## src/rtl/dsp_ctrl_if.sv

```systemverilog
// Sample stream between the DSP core, this controller and the I2S transmitter.
interface dsp_ctrl_if #(
   parameter int unsigned WIDTH = 16
);
   logic [WIDTH-1:0] pkt_i;
   logic             pktValid_i;
   logic [WIDTH-1:0] pkt_o;
   logic             pktValid_o;

   // Controller side: consumes DSP samples, produces scaled samples.
   modport slave (
      input  pkt_i,
      input  pktValid_i,
      output pkt_o,
      output pktValid_o
   );

   // Environment side: feeds DSP samples, observes scaled samples.
   modport master (
      output pkt_i,
      output pktValid_i,
      input  pkt_o,
      input  pktValid_o
   );
endinterface

```

## src/rtl/dsp_ctrl.sv

```systemverilog
// DSP controller: switch debounce, click-free setting changes via gain ramps,
// DSP reset/error recovery, and per-sample gain scaling toward the I2S transmitter.
module dsp_ctrl #(
   parameter int unsigned WIDTH       = 16,
   parameter int unsigned STABLE_PKTS = 8,
   parameter int unsigned RST_CYCLES  = 64
) (
   input  logic        sclk_i,
   input  logic        rst_i,
   input  logic [3:0]  freqSetting_i,
   input  logic [3:0]  scaleFactor_i,
   input  logic        dspError_i,
   dsp_ctrl_if.slave   pkt_if,
   output logic [3:0]  freqSetting_o,
   output logic [3:0]  scaleFactor_o,
   output logic        dspRst_o,
   output logic [2:0]  state_o,
   output logic [7:0]  errCount_o
);

   localparam int unsigned GAIN_W = 5;
   localparam int unsigned PROD_W = WIDTH + GAIN_W;
   localparam logic [GAIN_W-1:0] GAIN_MAX = 5'd16;
   localparam logic [7:0]  STAB_MAX  = 8'(STABLE_PKTS);
   localparam logic [15:0] HOLD_LAST = 16'(RST_CYCLES - 1);

   typedef enum logic [2:0] {
      ST_RESET_HOLD = 3'd0,
      ST_RUN        = 3'd1,
      ST_RAMP_DOWN  = 3'd2,
      ST_APPLY      = 3'd3,
      ST_RAMP_UP    = 3'd4,
      ST_RECOVER    = 3'd5
   } state_t;

   state_t              state_q, state_d;
   logic [GAIN_W-1:0]   gain_q, gain_d;
   logic [7:0]          cand_q, cand_d;
   logic [7:0]          stab_q, stab_d;
   logic [15:0]         hold_q, hold_d;
   logic [3:0]          freq_q, freq_d;
   logic [3:0]          scale_q, scale_d;
   logic [7:0]          err_cnt_q, err_cnt_d;
   logic                dsp_rst_q, dsp_rst_d;
   logic [WIDTH-1:0]    pkt_q, pkt_d;
   logic                pkt_valid_q, pkt_valid_d;

   logic [7:0]          raw_c;
   logic                pending_c;
   logic signed [PROD_W-1:0] prod_c;

   // State register and all datapath registers, synchronous reset.
   always_ff @(posedge sclk_i) begin
      if (rst_i) begin
         state_q     <= ST_RESET_HOLD;
         gain_q      <= '0;
         cand_q      <= '0;
         stab_q      <= '0;
         hold_q      <= '0;
         freq_q      <= '0;
         scale_q     <= '0;
         err_cnt_q   <= '0;
         dsp_rst_q   <= 1'b1;
         pkt_q       <= '0;
         pkt_valid_q <= 1'b0;
      end else begin
         state_q     <= state_d;
         gain_q      <= gain_d;
         cand_q      <= cand_d;
         stab_q      <= stab_d;
         hold_q      <= hold_d;
         freq_q      <= freq_d;
         scale_q     <= scale_d;
         err_cnt_q   <= err_cnt_d;
         dsp_rst_q   <= dsp_rst_d;
         pkt_q       <= pkt_d;
         pkt_valid_q <= pkt_valid_d;
      end
   end

   // Next-state logic: debounce, sample scaling and the control FSM.
   always_comb begin
      state_d     = state_q;
      gain_d      = gain_q;
      cand_d      = cand_q;
      stab_d      = stab_q;
      hold_d      = hold_q;
      freq_d      = freq_q;
      scale_d     = scale_q;
      err_cnt_d   = err_cnt_q;
      dsp_rst_d   = dsp_rst_q;
      pkt_d       = pkt_q;
      pkt_valid_d = pkt_if.pktValid_i;

      raw_c     = {freqSetting_i, scaleFactor_i};
      pending_c = (stab_q == STAB_MAX) && (cand_q != {freq_q, scale_q});

      // Scale with the gain held before this cycle's ramp step.
      prod_c = PROD_W'($signed(pkt_if.pkt_i)) * PROD_W'($signed({1'b0, gain_q}));

      if (pkt_if.pktValid_i) begin
         pkt_d = WIDTH'(prod_c >>> 4);
         if (raw_c == cand_q) begin
            if (stab_q != STAB_MAX) begin
               stab_d = stab_q + 8'd1;
            end
         end else begin
            cand_d = raw_c;
            stab_d = '0;
         end
      end

      case (state_q)
         ST_RESET_HOLD, ST_RECOVER: begin
            if (hold_q == HOLD_LAST) begin
               state_d   = ST_RAMP_UP;
               hold_d    = '0;
               dsp_rst_d = 1'b0;
            end else begin
               hold_d = hold_q + 16'd1;
            end
         end
         ST_RUN: begin
            gain_d = GAIN_MAX;
            if (dspError_i) begin
               state_d = ST_RECOVER;
            end else if (pending_c) begin
               state_d = ST_RAMP_DOWN;
            end
         end
         ST_RAMP_DOWN: begin
            if (dspError_i) begin
               state_d = ST_RECOVER;
            end else if (pkt_if.pktValid_i) begin
               gain_d = gain_q - 5'd1;
               if (gain_q == 5'd1) begin
                  state_d = ST_APPLY;
               end
            end
         end
         ST_APPLY: begin
            freq_d  = cand_q[7:4];
            scale_d = cand_q[3:0];
            state_d = ST_RAMP_UP;
         end
         ST_RAMP_UP: begin
            if (dspError_i) begin
               state_d = ST_RECOVER;
            end else if (pkt_if.pktValid_i) begin
               gain_d = gain_q + 5'd1;
               if (gain_q == 5'd15) begin
                  state_d = ST_RUN;
               end
            end
         end
         default: begin
            state_d = ST_RESET_HOLD;
         end
      endcase

      // Entering recovery silences the output and puts the DSP back in reset.
      if ((state_q != ST_RECOVER) && (state_d == ST_RECOVER)) begin
         gain_d    = '0;
         hold_d    = '0;
         dsp_rst_d = 1'b1;
         if (err_cnt_q != 8'hFF) begin
            err_cnt_d = err_cnt_q + 8'd1;
         end
      end
   end

   // Registered outputs.
   assign freqSetting_o     = freq_q;
   assign scaleFactor_o     = scale_q;
   assign dspRst_o          = dsp_rst_q;
   assign state_o           = state_q;
   assign errCount_o        = err_cnt_q;
   assign pkt_if.pkt_o      = pkt_q;
   assign pkt_if.pktValid_o = pkt_valid_q;

endmodule

```

## src/flat_wrapper.sv

```systemverilog
// flat-port wrapper written by rule: the top's interface ports become plain ports
module dsp_ctrl_flat 
#(
   parameter int unsigned WIDTH       = 16,
   parameter int unsigned STABLE_PKTS = 8,
   parameter int unsigned RST_CYCLES  = 64
)
  (sclk_i, rst_i, freqSetting_i, scaleFactor_i, dspError_i, freqSetting_o, scaleFactor_o, dspRst_o, state_o, errCount_o, pkt_if_pkt_i, pkt_if_pktValid_i, pkt_if_pkt_o, pkt_if_pktValid_o);
  dsp_ctrl_if #(.WIDTH(WIDTH)) pkt_if_i ();
  input  logic sclk_i;
  input  logic rst_i;
  input  logic [3:0] freqSetting_i;
  input  logic [3:0] scaleFactor_i;
  input  logic dspError_i;
  output logic [3:0] freqSetting_o;
  output logic [3:0] scaleFactor_o;
  output logic dspRst_o;
  output logic [2:0] state_o;
  output logic [7:0] errCount_o;
  input wire logic [$bits(pkt_if_i.pkt_i)-1:0] pkt_if_pkt_i;
  input wire logic [$bits(pkt_if_i.pktValid_i)-1:0] pkt_if_pktValid_i;
  output wire logic [$bits(pkt_if_i.pkt_o)-1:0] pkt_if_pkt_o;
  output wire logic [$bits(pkt_if_i.pktValid_o)-1:0] pkt_if_pktValid_o;
  assign pkt_if_i.pkt_i = pkt_if_pkt_i;
  assign pkt_if_i.pktValid_i = pkt_if_pktValid_i;
  assign pkt_if_pkt_o = pkt_if_i.pkt_o;
  assign pkt_if_pktValid_o = pkt_if_i.pktValid_o;
  dsp_ctrl #(.WIDTH(WIDTH), .STABLE_PKTS(STABLE_PKTS), .RST_CYCLES(RST_CYCLES)) u_core (.sclk_i(sclk_i), .rst_i(rst_i), .freqSetting_i(freqSetting_i), .scaleFactor_i(scaleFactor_i), .dspError_i(dspError_i), .pkt_if(pkt_if_i), .freqSetting_o(freqSetting_o), .scaleFactor_o(scaleFactor_o), .dspRst_o(dspRst_o), .state_o(state_o), .errCount_o(errCount_o));
endmodule
```

## config.mk

```make
export PLATFORM = sky130hd
export DESIGN_NAME = dsp_ctrl_flat
export DESIGN_NICKNAME = d
export VERILOG_FILES = /design/src/rtl/dsp_ctrl_if.sv /design/src/rtl/dsp_ctrl.sv /design/src/flat_wrapper.sv
export SDC_FILE = /design/constraint.sdc
export NUM_CORES = 1
export LEC_CHECK = 0
export CORE_AREA = 4 4 164 118
export DETAILED_ROUTE_END_ITERATION = 12
export DIE_AREA = 0 0 168 122
export DONT_BUFFER_PORTS = 1
export SLEW_MARGIN = 20
export SYNTH_ARGS = -nofsm -noshare
export SYNTH_HDL_FRONTEND = slang
export SYNTH_SLANG_ARGS = --single-unit
```

## constraint.sdc

```tcl
create_clock -name sclk_i -period 4.8 [get_ports sclk_i]
set_clock_uncertainty 0.2 [all_clocks]
set_input_delay 0.24 -clock sclk_i [delete_from_list [all_inputs] [get_ports sclk_i]]
set_output_delay 0.24 -clock sclk_i [all_outputs]
set_load 0.005 [all_outputs]
```

==> metrics.txt <==
max capacitance violation total=0; combinational group share of total power=4.0%; Setup TNS=0 ns; worst supply voltage drop on vdd=0.127 mV; Die ar.=20500 µm²; number of non-filler instances in the completed layout=around 970; initial cell density of the core=34.5%; Worst Path Required=4.80 ns; sum of routed wire segments on met1=6940 µm; Chip Height=122 µm; total nets after synthesis=837; final instance area=between 6000 and 7000 µm²; proportion of power drawn by the clock network=53.0%; Critical Path Slowest Stage Cell=sky130_fd_sc_hd__dfxtp_1; CTS tree=built; final WL=14300 µm; post-detailed-placement half-perimeter wirelength=~11000 µm; count of unique library cells instantiated by Yosys=60; Pleak=3.19 nW; portion of synthesized cell area occupied by the leading cell type=24.1%; sequential share of power=a little over two fifths; clock tree root driver cell=sky130_fd_sc_hd__clkbuf_16; fraction of layout instances using a drive strength above 1=5.84%; width of the die=~170 µm; post-route core utilization=approximately two fifths; unrepaired setup endpoints after global routing=no; Pwr Density=between 200 and 250 nW/µm²; switching share of power=about a fifth; list of most frequent post-synthesis cells=sky130_fd_sc_hd__inv_1, sky130_fd_sc_hd__nor2_1, sky130_fd_sc_hd__dfxtp_1; number of max-slew violations in the final report=0; count of standard-cell rows=41; transition time of the tightest slew-check pin=0.622 ns; Detail Route met3 WL=977 µm; antenna violations before repair=0; mean instance size in the synthesized netlist=8.50 µm²; layout-stage area growth over the synthesis result=12.4%; Ant. Diodes=0; total number of H-tree levels=3; register bit count reported by yosys=74; post-detailed-route DRC marker count=0; CP Cell Sequence=and2_1 -> fa_1 -> fa_1 -> inv_1 -> fa_1 -> inv_1 -> ha_1 -> a21o_1 -> a221o_1 -> a22o_1 -> a311o_1 -> o311ai_0 -> o211ai_1; total I/O pin count=65; Min Hold Slack=just over 0.02 ns; crit-path max FO=10; clock latency on the worst-skew pair=0.34 ns; sum of overflow across all layers after global routing=0; result of the run=finished, final reports clean; FILL cells=1786; hold-critical path depth=2; number of nets in the layout=846; pin count of the biggest net entering global routing=47; most used cell along the critical path=sky130_fd_sc_hd__fa_1; CTS clock-pin slew for the worst setup and hold paths=0.06 ns; most numerous cell in the Yosys netlist=sky130_fd_sc_hd__inv_1; Post-Synthesis Cells=722; async set-reset flop share out of synthesis=0%; register-to-register setup slack=0.23 ns; Detailed Route Iter0 Violations=about 290; GR Util All Layers=between 10 and 15%; worst max-slew margin expressed relative to the limit=between 50% and 60%; count of flip-flops with a built-in enable after synthesis=0; Vias/cell=4.92; crit end category=register; minimum clock period after layout=4.57 ns; sinks on the clock net=74; # setup viols final=0; largest incremental delay on the critical path=approximately 0.55 ns; achievable frequency=219 MHz; cell area reported after detailed placement=6410 µm²; count of buffers from port buffering=0; WL/cell=14.7 µm; clock buffers created by TritonCTS=9; share of the cycle needed by the critical path after routing=95.1%; number of global-route vias before repair=about 4700; part of the Yosys area used for sequential elements=24.1%; worst endpoint data arrival time=4.57 ns; maximum buffer depth of the clock tree=2; net switching power figure=308 µW; topmost layer with routed signal wires=met4; Main synth FF type=sky130_fd_sc_hd__dfxtp_1; DR WL met2=6240 µm; dpl cells=943; largest cells by area after synthesis=sky130_fd_sc_hd__dfxtp_1, sky130_fd_sc_hd__fa_1, sky130_fd_sc_hd__ha_1; Critical Path Start Type=register; warnings from Yosys=0; DRT antenna net count=0; most area-hungry cell type in the Yosys netlist=sky130_fd_sc_hd__dfxtp_1; placeable core region=around 18000 µm²; mapped cell area=between 6000 and 7000 µm²; P_int=between 1 and 1.5 mW; path category of the worst min-delay check=input port to register; global-route wire length before repair=around 24000 µm; total via count in the routed design=between 4000 and 5000; critical path type=register to register; gp weighted congestion=0.794; R2R cell count=13; number of search-and-repair iterations in the first detailed-routing pass=5; final-report hold violation count=0
-- per-layer routing --
metal / track usage (%) / vias up
met2: 23.0 / 93
met3: 4.57 / 16
met1: 20.0 / 2262
met4: 2.64 / 0
met5: 0 / -
li1: - / 2411
-- registers in the layout (all words and copies together) (netlist names) --
register / flops
u_core.scaleFactor_o: 4
u_core.dspRst_o: 1
u_core.cand_q: 8
u_core.stab_q: 8
u_core.pkt_if.pkt_o: 16
u_core.hold_q: 16
u_core.pkt_if.pktValid_o: 1
u_core.state_o: 3
u_core.errCount_o: 8
u_core.freqSetting_o: 4
u_core.gain_q: 5
-- stage by stage --
stage	power [mW]	setup slack (ns)
CTS	1.49	0.105
global placement	0.685	0.189
finish	1.47	0.234
detailed placement	0.684	0.118
global route	1.51	0.0183
floorplan	0.686	0.237
-- area by class of cell --
type / count / area (µm²) / area share, %
Inverter: 83 / 312 / 4.52
Sequential cell: 74 / 1480 / 21.5
Timing Repair Buffer: 25 / 225 / 3.27
Clock inverter: 6 / 114 / 1.65
Tap cell: 236 / 295 / 4.28
Clock buffer: 10 / 229 / 3.32
Multi-Input combinational cell: 538 / 4240 / 61.4
-- worst paths after layout --
check,end,startpoint
worst min-delay path,u_core.pkt_if.pkt_o[1],rst_i
worst max-delay path,u_core.pkt_if.pkt_o[14],u_core.gain_q[1]
worst min register to register,u_core.dspRst_o,u_core.dspRst_o
worst max register to register,u_core.pkt_if.pkt_o[14],u_core.gain_q[1]
-- cell usage in the layout (no fill, tap or decap), types with 7 or more instances in the layout --
master	synthesis	routed
sky130_fd_sc_hd__dlygate4sd3_1	0	11
sky130_fd_sc_hd__inv_1	83	83
sky130_fd_sc_hd__nor4_1	7	7
sky130_fd_sc_hd__mux2i_1	23	23
sky130_fd_sc_hd__buf_4	0	12
sky130_fd_sc_hd__and3_1	10	10
sky130_fd_sc_hd__nand4_1	7	7
sky130_fd_sc_hd__nand2b_1	13	13
sky130_fd_sc_hd__nand3_1	14	14
sky130_fd_sc_hd__xor2_1	35	35
sky130_fd_sc_hd__ha_1	41	41
sky130_fd_sc_hd__dfxtp_1	74	72
sky130_fd_sc_hd__nor3_1	13	13
sky130_fd_sc_hd__a21oi_1	26	26
sky130_fd_sc_hd__o21ai_0	20	20
sky130_fd_sc_hd__fa_1	46	46
sky130_fd_sc_hd__clkbuf_16	0	9
sky130_fd_sc_hd__xnor2_1	15	15
sky130_fd_sc_hd__and2_1	73	73
sky130_fd_sc_hd__nor2_1	75	75
sky130_fd_sc_hd__nand2_1	43	43
-- power groups by stage --
| stage | logic (mW) | registers [mW] | clock network (mW) |
|---|---|---|---|
| floorplan | 0.0434 | 0.642 | 0 |
| finish | 0.0583 | 0.631 | 0.777 |
| CTS | 0.0591 | 0.631 | 0.796 |
| global route | 0.0655 | 0.632 | 0.817 |
| global placement | 0.0402 | 0.644 | 0 |
| detailed placement | 0.0400 | 0.644 | 0 |
-- timing repair --
| item | 4_1_cts | 5_1_grt |
|---|---|---|
| hold endpoints to repair | 48 | 0 |
| resized for setup | 0 | 2 |
| hold buffers | 13 | 0 |
| setup buffers | 0 | 0 |
| setup endpoints to repair | 0 | 3 |
-- critical path, delay by kind of cell (launching register included) --
kind	cells	cell delay, ns
fa+ha+maj	4	1.76
compound gates	6	1.61
flops	1	0.55
simple gates	1	0.22
buf+inv	2	0.09
-- kinds of logic after synthesis --
| family | after synthesis | share of synthesized area, % |
|---|---|---|
| simple gates | 285 | 24.2 |
| mux | 23 | 3.75 |
| flops | 74 | 24.1 |
| xor+xnor | 51 | 7.50 |
| fa+ha+maj | 87 | 23.4 |
| buf+inv | 110 | 6.83 |
| compound gates | 92 | 10.2 |
Power figures use the tool's default switching activity.
